[src/rtl/mac_tile_ms.sv]
// Dual-mode systolic MAC tile. In weight-stationary mode it holds one weight and adds its
// product to the psum from north. In output-stationary mode it accumulates locally and drains south.
module mac_tile_ms #(
  parameter int bw      = 4,
  parameter int psum_bw = 16
) (
  input  logic               clk,
  input  logic               reset,
  input  logic               mode,
  input  logic [bw-1:0]      in_w,
  output logic [bw-1:0]      out_e,
  input  logic [2:0]         inst_w,
  output logic [2:0]         inst_e,
  input  logic [psum_bw-1:0] in_n,
  output logic [psum_bw-1:0] out_s
);

  typedef enum logic {
    MODE_WS = 1'b0,
    MODE_OS = 1'b1
  } mode_e;

  logic [bw-1:0]      a_q, a_d;
  logic [bw-1:0]      b_q, b_d;
  logic [psum_bw-1:0] c_q, c_d;
  logic [psum_bw-1:0] acc_q, acc_d;
  logic [2:0]         inst_q, inst_d;
  logic               load_ready_q, load_ready_d;
  mode_e              mode_q, mode_d;
  logic               exec_q, exec_d;

  logic [psum_bw-1:0] a_ext;
  logic [psum_bw-1:0] b_ext;
  logic [psum_bw-1:0] prod;
  mode_e              mode_in;

  assign mode_in = mode_e'(mode);

  // Activation is unsigned and the weight signed; the low psum_bw bits of the
  // unsigned product of the extended operands are the wrapped signed result.
  always_comb begin
    a_ext = {{(psum_bw-bw){1'b0}}, a_q};
    b_ext = {{(psum_bw-bw){b_q[bw-1]}}, b_q};
    prod  = a_ext * b_ext;
  end

  always_comb begin
    a_d          = a_q;
    b_d          = b_q;
    c_d          = c_q;
    acc_d        = acc_q;
    inst_d       = inst_q;
    load_ready_d = load_ready_q;
    mode_d       = mode_q;
    exec_d       = exec_q;

    if (mode_in != mode_q) begin
      mode_d       = mode_in;
      b_d          = '0;
      acc_d        = '0;
      c_d          = '0;
      load_ready_d = 1'b1;
    end else if (mode_q == MODE_WS) begin
      if (inst_w[0] || inst_w[1]) begin
        a_d = in_w;
      end
      c_d = in_n;
      // The first load pulse is swallowed here so the next tile east sees the following weight.
      if (inst_w[0] && load_ready_q) begin
        b_d          = in_w;
        load_ready_d = 1'b0;
      end
      inst_d = {1'b0, inst_w[1], inst_w[0] & ~load_ready_q};
    end else begin
      inst_d = inst_w;
      if (inst_w[2]) begin
        acc_d  = in_n;
        exec_d = 1'b0;
      end else if (inst_w[0]) begin
        acc_d  = '0;
        exec_d = 1'b0;
      end else begin
        if (exec_q) begin
          acc_d = acc_q + prod;
        end
        if (inst_w[1]) begin
          a_d    = in_w;
          b_d    = in_n[bw-1:0];
          exec_d = 1'b1;
        end else begin
          exec_d = 1'b0;
        end
      end
    end
  end

  always_ff @(posedge clk) begin
    if (reset) begin
      a_q          <= '0;
      b_q          <= '0;
      c_q          <= '0;
      acc_q        <= '0;
      inst_q       <= '0;
      load_ready_q <= 1'b1;
      mode_q       <= mode_in;
      exec_q       <= 1'b0;
    end else begin
      a_q          <= a_d;
      b_q          <= b_d;
      c_q          <= c_d;
      acc_q        <= acc_d;
      inst_q       <= inst_d;
      load_ready_q <= load_ready_d;
      mode_q       <= mode_d;
      exec_q       <= exec_d;
    end
  end

  // In OS mode the drain path is combinational from inst_w so a column shifts one tile per cycle.
  always_comb begin
    out_s = c_q + prod;
    if (mode_q == MODE_OS) begin
      if (inst_w[2]) begin
        out_s = acc_q;
      end else begin
        out_s = {{(psum_bw-bw){1'b0}}, b_q};
      end
    end
  end

  assign out_e  = a_q;
  assign inst_e = inst_q;

endmodule

[config.mk]
export PLATFORM = sky130hd
export DESIGN_NAME = mac_tile_ms
export DESIGN_NICKNAME = d
export VERILOG_FILES = /design/src/rtl/mac_tile_ms.sv
export SDC_FILE = /design/constraint.sdc
export NUM_CORES = 1
export LEC_CHECK = 0
export BUFFER_PORTS_ARGS = -buffer_cell sky130_fd_sc_hd__buf_2
export CAP_MARGIN = 10
export CORE_AREA = 4 4 102 104
export DETAILED_ROUTE_END_ITERATION = 10
export DIE_AREA = 0 0 106 108
export HOLD_SLACK_MARGIN = 0.05
export PLACE_DENSITY = 0.74
export SLEW_MARGIN = 20
export SYNTH_ARGS = -nofsm -noshare
export SYNTH_HDL_FRONTEND = slang
export SYNTH_SLANG_ARGS = --single-unit
[constraint.sdc]
create_clock -name clk -period 14.31 [get_ports clk]
set_clock_uncertainty 0.1 [all_clocks]
set_input_delay 1.431 -clock clk [delete_from_list [all_inputs] [get_ports clk]]
set_output_delay 1.431 -clock clk [all_outputs]
set_load 0.01 [all_outputs]
# == Word level (Yosys, flattened, before mapping) ==
# Cells that the tools add are included.
# totals
wordCells,52
register_bits,46
# classes
n_mux,21
n_addsub,2
n_eq_ne,4
n_bitwise,4
n_reduce_logical,12
n_mul,1
# op_table
cell,count
16-bit two-way mux,5
4-bit two-way mux,10
16-bit adder,2
5-bit by 4-bit multiplier with 9-bit output,1
"2-bit != test, second input constant",3
2-bit AND reduction,3
2-bit nonzero test,3
1-bit two-way mux,5
5-bit AND reduction,1
4-bit AND reduction,1
3-bit two-way mux,1
1-bit inverter,3
3-bit nonzero test,1
2-bit OR reduction,1
1-bit AND,1
1-bit logical AND,1
1-bit logical OR,1
1-bit != test,1

# == Logic depth before layout (Yosys ltp) ==
# depth
word_depth,5
mapped_depth,21
ltp_nobuf,20

# == Least setup slack after synthesis ==
# OpenSTA, ideal clock, no wires.
# synth_timing
kind,register to output
from,register a_q[0] (netlist: out_e[0])
to,output port out_s[13]
path_slack_ns,8.001
t_required_ns,12.779
arrival_time_ns,4.778
n_path_buf,1
stages_incl_launch_ff,21
cell_sequence,dfxtp_1 -> nand2b_1 -> fa_1 -> fa_1 -> fa_1 -> inv_1 -> ha_1 -> inv_1 -> fa_1 -> nor2b_1 -> o21ai_0 -> nand2_1 -> xor2_1 -> ha_1 -> clkbuf_1 -> o21ai_0 -> o221ai_1 -> a21oi_1 -> o21ai_0 -> mux2i_1 -> nor4_1
# synth_via
elab_chain_cells,3
# synth_lines
element,line,text
"start, declared",23,"logic [bw-1:0] a_q, a_d;"
"start signal, assigned",99,a_q <= '0;
"start signal, assigned",108,a_q <= a_d;
5-bit by 4-bit multiplier with 9-bit output,44,prod = a_ext * b_ext;
16-bit adder,121,out_s = c_q + prod;
16-bit two-way mux,122,if (mode_q == MODE_OS) begin
"end, declared",15,output logic [psum_bw-1:0] out_s
# Every way passes these cells.

# == Final worst setup path ==
# layout_timing
from,register b_q[3]
to,output port out_s[15]
# layout_via
elab_chain_cells,3
# layout_lines
element,line,text
"start, declared",24,"logic [bw-1:0] b_q, b_d;"
"start signal, assigned",100,b_q <= '0;
"start signal, assigned",109,b_q <= b_d;
5-bit by 4-bit multiplier with 9-bit output,44,
16-bit adder,121,
16-bit two-way mux,122,
# Every way passes these cells.

==> results.toml <==
[status]
status = "finished clean"

[routing]
met3_length_um = 389
vias = 3971
first_pass_iters = 4
wl_met1_mm = 4.98
route.met2.wl_mm = 5.30
ant_nets = 0
routed_wl_mm = 10.9
avgViaCountPerCell = 5.71
avgRoutedWirePerCell_um = 15.7
drtIter0Drc = 283
top_layer_used = "met4"
drc = 0

[final_layout]
fin_cells = 696
synthToLayoutAreaGrowth_pct = 10.3
drive_above_1_share_pct = 10.5
fin_util_pct = 48.0
fin_nets = 643
antenna_cells = 0

[synthesis]
synth_adder_area_share_pct = 17.8
synth.most_common_cell = "nor2_1"
yosys.area_share.simple_pct = 20.8
synth_top_area_cell = "dfxtp_1"
syn_nets = 612
synthTopCellsByArea = "dfxtp_1, ha_1, mux2i_1, nor2_1, a21oi_1"
synth_top_area_share_pct = 21.7
ys_types = 60
avgSynthCellArea_um2 = 7.83
synth.area.mux_share_pct = 8.19
ys_seq_area_share_pct = 22.4
synth_edf_count = 1
synthCells = 531
synth_top_family_by_area = "compound AO/OA/AOI/OAI gates"
ys_warn_count = 0
synth-async-reset-ratio_pct = 0
synth.top_cells.by_count = "nor2_1, ha_1, dfxtp_1, nand2_1, a21oi_1"
syn_area_um2 = 4160
synthFlopType = "dfxtp_1"
synth_compound_area_share_pct = 22.7
synth_seq_cells = 46
synth_xor_area_share_pct = 2.95

[critical_path]
cpMaxStageDelayCell = "or3b_1"
crit_arrival_ps = 5670
crit_top_cell = "fa_1"
crit_path_cell_trace = "nand2b_1 -> fa_1 -> fa_1 -> fa_1 -> inv_1 -> ha_1 -> a211oi_1 -> nor3_1 -> or3b_1 -> ha_1 -> a21oi_1 -> nor2b_1 -> o21ai_0 -> nand2b_1 -> o311a_1 -> a211o_1 -> buf_2"
worstSetupStartpointType = "flip-flop"
path_buf_inv = 2
path_max_fanout = 17
max_stage_delay_ps = 670
crit_path_end_kind = "primary output"
r2r_setup_slack_ps = 8400
setup.worst_path.class = "reg2out"
worstPathRequired_ps = 12780
critPathTopFamily = "adder cells"

[grt]
antenna_found_initial = 0
grt_pass1_vias = 4030
grtUsageTotal_pct = 20.1
grt_overflow = 0
grt_max_degree = 47
grt_pass1_wl_mm = 19.0

[sta]
timing.final.crit_share_pct = 50.3
whs_ps = 404
fin_ws_ps = 7110
max_freq_ghz = 0.139
finalSetupViolCount = 0
worst_pin_slew_ps = 1070
hold_violations = 0
rsz0062_at_grt = "false"
drv_slew = 0
slew_headroom_pct = 28.7
fin_setup_tns_ps = 0
period_needed_ps = 7200

[cts]
clk_pin_slew_ps = 90
cts_buffer_depth = 2
clock_latency_ps = 300
tritoncts = "done"
cts_hold_buffers = 0
clockRootBuffer = "clkbuf_8"
cts-resized-gates = 0
cts.sinks = 46
h-tree-depth = 2
post_cts_buffers = 0
cts_inserted_buffers = 5

[job]
max-cap-violations = 0

[floorplanning]
dieHeight_um = 108
ios = 49
start_util_pct = 43.5
die_w_um = 106
dieArea_um2 = 11400
core_area_um2 = 9550
rows = 36

[placement]
pre_cts_slack_ps = 7450
dp_cells = 688
portBuffers = 48
gp_congestion = 0.954
dp_hpwl_mm = 8.40

[min_path]
hold_path_class = "reg2reg"

[power_and_ir_drop]
p_leak_uw = 0.00220
irDropWorstVdd_uv = 52.0
power_density_nw_per_um2 = 77.6
-- kinds of logic (layout without fill, tap and decap cells) --
kind of cell | Yosys count | count (layout)
mux | 34 | 34
xor+xnor | 14 | 14
simple gates | 179 | 179
compound gates | 147 | 147
flops | 46 | 46
buf+inv | 56 | 88
fa+ha+maj | 55 | 55
-- state kept, by name, indices dropped and copies added, names as in the netlist --
signal / flops
exec_q: 1
load_ready_q: 1
c_q: 16
acc_q: 16
b_q: 4
inst_e: 3
mode_q: 1
out_e: 4
-- metrics by stage --
| step | area [um2] | total power, uW |
|---|---|---|
| 6_report | 4580 | 356 |
| 5_1_grt | 4580 | 379 |
| 4_1_cts | 4580 | 358 |
| 3_5_place_dp | 4470 | 260 |
| 3_3_place_gp | 4470 | 257 |
| 2_1_floorplan | 4160 | 228 |
-- worst paths after layout --
check / from / end / cells after the start
hold / removal: load_ready_q / load_ready_q / 2
hold reg to reg: load_ready_q / load_ready_q / 2
setup reg to reg: b_q[3] / acc_q[15] / 16
setup / recovery: b_q[3] / out_s[15] / 17
-- where the power goes --
part           total (uW)  switching, uW  internal [uW]
combinational         115           70.0           45.1
clock                97.3           45.0           52.3
sequential            143           6.96            136
-- cell usage in the layout (no fill, tap or decap), drive strengths merged, types with 6 or more instances in the layout --
master,synthesis,final
nor2,56,56
buf,7,49
ha,48,48
nand2,45,45
dfxtp,45,45
o21ai,39,39
a21oi,38,38
mux2i,34,34
inv,30,30
nand3,20,20
a211oi,13,13
a21o,11,11
and2,11,11
xnor2,8,8
nor3,8,8
o21a,8,8
nand2b,7,7
nand4,7,7
fa,7,7
clkbuf,18,7
xor2,6,6
-- worst reg2reg max path: stages (launching register included) --
cell	delay (ps)
dfxtp_1	450
nand2b_1	110
fa_1	510
fa_1	520
fa_1	450
inv_1	80
ha_1	230
a211oi_1	330
nor3_1	100
or3b_1	670
ha_1	520
and3_1	220
nand3_1	110
a2111oi_0	710
or4_4	260
a21oi_1	60
or3b_1	350
-- metal layers --
| metal | vias to the layer above | global-route usage [%] |
|---|---|---|
| met5 | - | 0 |
| met4 | 0 | 5.55 |
| met3 | 16 | 3.22 |
| met2 | 92 | 36.4 |
| met1 | 1876 | 24.9 |
| li1 | 1987 | - |
-- cell type report --
type,instances,area (um2)
clock buffer,7,76.3
clock inverter,1,30.0
fill,973,4960
inverter,31,116
multi-input combinational,429,3020
sequential,46,931
tap,133,166
timing repair buffer,49,248
(Power assumes the default switching activity.)
